File: config.mk
export PLATFORM = sky130hd
export DESIGN_NAME = uart_result_tx
export DESIGN_NICKNAME = d
export VERILOG_FILES = /design/src/rtl/uart_result_tx.sv
export SDC_FILE = /design/constraint.sdc
export NUM_CORES = 1
export LEC_CHECK = 0
export CAP_MARGIN = 30
export CORE_UTILIZATION = 55
export DETAILED_ROUTE_END_ITERATION = 7
export DONT_BUFFER_PORTS = 1
export GPL_TIMING_DRIVEN = 0
export PLACE_DENSITY_LB_ADDON = 0.08
export SLEW_MARGIN = 40
export SYNTH_ARGS = -nofsm -noshare
export SYNTH_HDL_FRONTEND = slang
export SYNTH_SLANG_ARGS = --single-unit
File: constraint.sdc
create_clock -name clock -period 6 [get_ports clock]
set_input_delay 0 -clock clock [delete_from_list [all_inputs] [get_ports clock]]
set_output_delay 0 -clock clock [all_outputs]
set_load 0.1 [all_outputs]
File: src/rtl/uart_result_tx.sv
// uart_result_tx: reports the template-match result to the host over UART.
// It takes the SAD control unit's result code and matching row, sends an
// ASCII message ("M" + three hex digits + CR LF, or "N" + CR LF), and then
// pulses send_complete so the control unit can return to IDLE.
// Optional feature macro: UART_PARITY_EN. When it is defined, each frame
// carries an even-parity bit between data bit 7 and the stop bit.
module uart_result_tx #(
    parameter int CLKS_PER_BIT = 434,
    parameter int CNT_W        = 16
) (
    input  logic       clock,
    input  logic       reset,
    input  logic [1:0] send_code,
    input  logic [8:0] match_row,
    output logic       tx,
    output logic       send_complete,
    output logic       busy
);

    localparam logic [1:0] CODE_OFF       = 2'd0;
    localparam logic [1:0] CODE_MATCH     = 2'd1;
    localparam logic [1:0] CODE_NOT_MATCH = 2'd2;

    localparam logic [CNT_W-1:0] BIT_LAST = CNT_W'(CLKS_PER_BIT - 1);

    // NEXT names the between-frames decision. That decision is folded into
    // the STOP-end edge, so the register never actually holds NEXT.
    typedef enum logic [2:0] {
        IDLE,
        START,
        DATA,
        STOP,
        NEXT,
        WAIT_CLEAR
`ifdef UART_PARITY_EN
        , PARITY
`endif
    } state_t;

    state_t           state;
    logic [CNT_W-1:0] baud_cnt;
    logic [2:0]       bit_idx;
    logic [2:0]       byte_idx;
    logic [1:0]       code_lat;
    logic [8:0]       row_lat;
    logic [7:0]       cur_byte;
    logic             last_byte;
    logic             bit_end;

    function automatic logic [7:0] hex_ascii(input logic [3:0] n);
        return (n < 4'd10) ? (8'h30 + {4'b0000, n}) : (8'h37 + {4'b0000, n});
    endfunction

    assign bit_end = (baud_cnt == BIT_LAST);

    // Select the message byte for the current position from the latched request
    always_comb begin
        cur_byte  = 8'h0A;
        last_byte = 1'b0;
        if (code_lat == CODE_MATCH) begin
            last_byte = (byte_idx == 3'd5);
            case (byte_idx)
                3'd0:    cur_byte = 8'h4D;
                3'd1:    cur_byte = hex_ascii({3'b000, row_lat[8]});
                3'd2:    cur_byte = hex_ascii(row_lat[7:4]);
                3'd3:    cur_byte = hex_ascii(row_lat[3:0]);
                3'd4:    cur_byte = 8'h0D;
                default: cur_byte = 8'h0A;
            endcase
        end else begin
            last_byte = (byte_idx == 3'd2);
            case (byte_idx)
                3'd0:    cur_byte = 8'h4E;
                3'd1:    cur_byte = 8'h0D;
                default: cur_byte = 8'h0A;
            endcase
        end
    end

    // Message sequencer: baud timing, bit/byte stepping and the registered tx line
    always_ff @(posedge clock) begin
        if (reset) begin
            state         <= IDLE;
            tx            <= 1'b1;
            send_complete <= 1'b0;
            busy          <= 1'b0;
            baud_cnt      <= '0;
            bit_idx       <= '0;
            byte_idx      <= '0;
            code_lat      <= CODE_OFF;
            row_lat       <= '0;
        end else begin
            send_complete <= 1'b0;
            case (state)
                IDLE: begin
                    if (send_code == CODE_MATCH || send_code == CODE_NOT_MATCH) begin
                        code_lat <= send_code;
                        row_lat  <= match_row;
                        byte_idx <= '0;
                        bit_idx  <= '0;
                        baud_cnt <= '0;
                        tx       <= 1'b0;
                        busy     <= 1'b1;
                        state    <= START;
                    end
                end
                START: begin
                    if (bit_end) begin
                        baud_cnt <= '0;
                        bit_idx  <= '0;
                        tx       <= cur_byte[0];
                        state    <= DATA;
                    end else begin
                        baud_cnt <= baud_cnt + CNT_W'(1);
                    end
                end
                DATA: begin
                    if (bit_end) begin
                        baud_cnt <= '0;
                        if (bit_idx == 3'd7) begin
`ifdef UART_PARITY_EN
                            tx    <= ^cur_byte;
                            state <= PARITY;
`else
                            tx    <= 1'b1;
                            state <= STOP;
`endif
                        end else begin
                            bit_idx <= bit_idx + 3'd1;
                            tx      <= cur_byte[bit_idx + 3'd1];
                        end
                    end else begin
                        baud_cnt <= baud_cnt + CNT_W'(1);
                    end
                end
`ifdef UART_PARITY_EN
                PARITY: begin
                    if (bit_end) begin
                        baud_cnt <= '0;
                        tx       <= 1'b1;
                        state    <= STOP;
                    end else begin
                        baud_cnt <= baud_cnt + CNT_W'(1);
                    end
                end
`endif
                STOP: begin
                    if (bit_end) begin
                        baud_cnt <= '0;
                        if (!last_byte) begin
                            byte_idx <= byte_idx + 3'd1;
                            bit_idx  <= '0;
                            tx       <= 1'b0;
                            state    <= START;
                        end else begin
                            send_complete <= 1'b1;
                            busy          <= 1'b0;
                            state         <= WAIT_CLEAR;
                        end
                    end else begin
                        baud_cnt <= baud_cnt + CNT_W'(1);
                    end
                end
                NEXT: begin
                    tx    <= 1'b1;
                    busy  <= 1'b0;
                    state <= IDLE;
                end
                WAIT_CLEAR: begin
                    if (send_code == CODE_OFF) begin
                        state <= IDLE;
                    end
                end
                default: begin
                    tx    <= 1'b1;
                    busy  <= 1'b0;
                    state <= IDLE;
                end
            endcase
        end
    end

endmodule

==> impl_metrics.env <==
export IMPL_critPathKind="flop to flop"
export IMPL_netlist_area_um2=2330
export IMPL_worstSetupStartpoint="baud_cnt[0]"
export IMPL_floorplan_io_pins=16
export IMPL_cts_num_sinks=39
export IMPL_worst_clock_skew_ns=0.00666
export IMPL_timing_hold_worst_class="primary input to flop"
export IMPL_start_util=0.577
export IMPL_internal_power_uw=439
export IMPL_die_width_um=67.0
export IMPL_synth_area_leader_cell="dfxtp_1"
export IMPL_clkLatencyLatePin_ns=0.30
export IMPL_final_setup_tns_ns=0
export IMPL_fmax_mhz=420
export IMPL_final_setup_viol_count=0
export IMPL_post_cts_buffers=0
export IMPL_detailed_place_hpwl_mm=3.93
export IMPL_gp_congestion=0.878
export IMPL_sequential_cell_area_um2=785
export IMPL_drtIter0Drc=205
export IMPL_synthesis_nets=330
export IMPL_synth_main_ff_cell="dfxtp_1"
export IMPL_clkTransAtPathRegs_ns=0.08
export IMPL_status="finished clean"
export IMPL_number_of_enable_type_register_cells_in_the_synthesized_netlist=0
export IMPL_clock_tree_root_cell="clkbuf_8"
export IMPL_layout_min_cycle_time_ns=2.38
export IMPL_yosys_register_bits=39
export IMPL_postSynthCellCount=305
export IMPL_cts_htree_levels=2
export IMPL_vdd_ir_drop_max_mv=0.199
export IMPL_synth_top_cells_by_count="nand2_1, dfxtp_1, nor2_1, a21oi_1, inv_1"
export IMPL_share_seq_of_total_power=0.476
export IMPL_numCtsBuffers=5
export IMPL_grt_pass1_vias=1821
export IMPL_avgSynthCellArea_um2=7.63
export IMPL_grt_pass1_wl_mm=8.67
export IMPL_coreArea_um2=4030
export IMPL_overflow=0
export IMPL_slew_limit_headroom=0.613
export IMPL_num_fill_cells=360
export IMPL_synth_lib_cells_used_distinct=50
export IMPL_multiInputGateArea_um2=1430
export IMPL_drc=0
export IMPL_yosys_warnings=0
export IMPL_p_per_area_nw_per_um2=243
export IMPL_initial_antenna_violation_count=0
export IMPL_post_cts_resize_count=0
export IMPL_synthTopCellsByArea="dfxtp_1, nand2_1, ha_1"
export IMPL_final_layout_size_suffix_gt1_frac=0.0677
export IMPL_drt_pass_1_iters=6
export IMPL_p_leak_uw=0.000922
export IMPL_synth_most_common_cell="nand2_1"
export IMPL_portBuffers=0
export IMPL_combinational_power_share=0.176
export IMPL_worst_setup_path_end_kind="flop"
export IMPL_detail_route_wirelength_mm=5.43
export IMPL_tritoncts="done"
export IMPL_grt_setup_unrepaired="false"
export IMPL_min_delay_start="reset"
export IMPL_share_of_power_burned_in_the_clock_network=0.347
export IMPL_power_switching_uw=200
export IMPL_synth_seq_area_share=0.336
export IMPL_crit_arrival_ns=2.58
export IMPL_drt_vias_per_instance=5.77
export IMPL_synthDominantCellAreaShare=0.336
export IMPL_fin_cells=375
export IMPL_layout_worst_path_cycle_share=0.397
export IMPL_path_max_fanout=5
export IMPL_globalRouteTotalUtil=0.258
export IMPL_floorplan_die_height_um=67.0
export IMPL_worst_ep_required_time_ns=6.20
export IMPL_syn_to_final_growth_pct=12.9
export IMPL_core_rowCount=23
export IMPL_post_detailed_route_wirelength_per_cell_um=14.5
export IMPL_final_max_slew_viol_count=0
export IMPL_drt_antenna_violating_nets=0
export IMPL_dp_cells=355
export IMPL_die_area_um2=4490
export IMPL_hold_viol=0
export IMPL_regToRegStartpoint="baud_cnt[0]"
export IMPL_cts_root_to_sink_buffers=2
export IMPL_final_net_count=349
export IMPL_detailroute_via_count=2162
export IMPL_grt_start_max_net_pins=14
export IMPL_num_antenna_cells=0
export IMPL_timing_max_cap_violations=0
export IMPL_critical_path_startpoint_type="flop"
export IMPL_tightest_slew_ns=0.579
export IMPL_netSwitchingFraction=0.313
export IMPL_async_reset_ff_frac=0
-- layout make-up --
class                   instances  area share
clock buffers                   5      0.0262
plain buffers                  12      0.0181
repair buffers                 12      0.0458
multi-input cells             235       0.543
clock inverters                 3      0.0167
flip-flops and latches         39       0.299
inverters                      19      0.0272
well taps                      50      0.0238
-- cell families (layout without fill, tap and decap cells) --
logic type      after synthesis  in the layout  synth area share
compound gates               62             62             0.167
simple gates                141            141             0.303
buf+inv                      31             51            0.0511
mux                           4              4            0.0178
xor+xnor                     16             16            0.0602
flops                        39             39             0.336
fa+ha+maj                    12             12            0.0645
-- sequential cells by signal, indices dropped and copies added (netlist names) --
register and flops:
baud_cnt 16, row_lat 9, bit_idx 3, byte_idx 3, state 3, code_lat 2
busy 1, send_complete 1, tx 1
-- power by group through the flow --
| stage | registers (uW) | clock network [uW] | logic [uW] |
|---|---|---|---|
| 5_1_grt | 306 | 237 | 127 |
| 2_1_floorplan | 305 | 0 | 81.2 |
| 3_5_place_dp | 310 | 0 | 103 |
| 3_3_place_gp | 309 | 0 | 102 |
| 4_1_cts | 304 | 225 | 111 |
| 6_report | 304 | 222 | 113 |
-- worst paths after layout --
kind,to,slack [ns],cells after the start
worst min-delay path,baud_cnt[8],0.04,2
worst max register to register,byte_idx[2],3.62,7
worst max-delay path,byte_idx[2],3.62,7
worst min register to register,bit_idx[2],0.47,2
-- worst max-delay path, stage by stage (launching register included) --
cell and delay, ns:
dfxtp_1 0.41, ha_1 0.21, or3b_2 0.46, nor4_2 0.24
nand3_1 0.15, or3b_4 0.45, and3_4 0.19, o21a_1 0.17
-- metrics by stage --
step                      hold slack (ns)  total power (uW)  cell area [um2]  utilization  setup WS (ns)
after floorplan                    0.0775               386             2330            -           3.85
after global placement             0.0840               411             2390        0.593           3.68
after detailed placement           0.0768               413             2390        0.594           3.66
after CTS                          0.0294               640             2630        0.652           3.65
after global routing               0.0422               670             2630        0.652           3.56
final                              0.0447               638             2630        0.652           3.62
-- placed cells by master, fill, tap and decap left out, drive strengths merged, types with 4 or more instances in the layout --
| cell | synthesis | layout |
|---|---|---|
| nand3 | 11 | 11 |
| nor2b | 5 | 5 |
| clkbuf | 9 | 14 |
| inv | 19 | 19 |
| xor2 | 8 | 8 |
| nand2 | 47 | 47 |
| ha | 12 | 12 |
| dfxtp | 39 | 39 |
| nor3 | 6 | 6 |
| nand2b | 6 | 6 |
| or3 | 4 | 4 |
| nor2 | 33 | 33 |
| xnor2 | 8 | 8 |
| nor4 | 5 | 5 |
| o21ai | 8 | 8 |
| dlygate4sd3 | 0 | 12 |
| a21oi | 27 | 27 |
| or4 | 4 | 4 |
-- timing repair --
| item | 4_1_cts | 5_1_grt |
|---|---|---|
| endpoints found under the setup margin | 0 | 0 |
| endpoints found under the hold margin | 14 | 0 |
| hold buffers | 12 | 0 |
-- layer usage --
layer	routed length, um	vias up	global-route usage
li1	-	1099	-
met1	2850	1004	0.389
met2	2300	54	0.368
met3	236	5	0.0479
met4	45	0	0.0638
met5	0	-	0
Power figures use the tool's default switching activity.
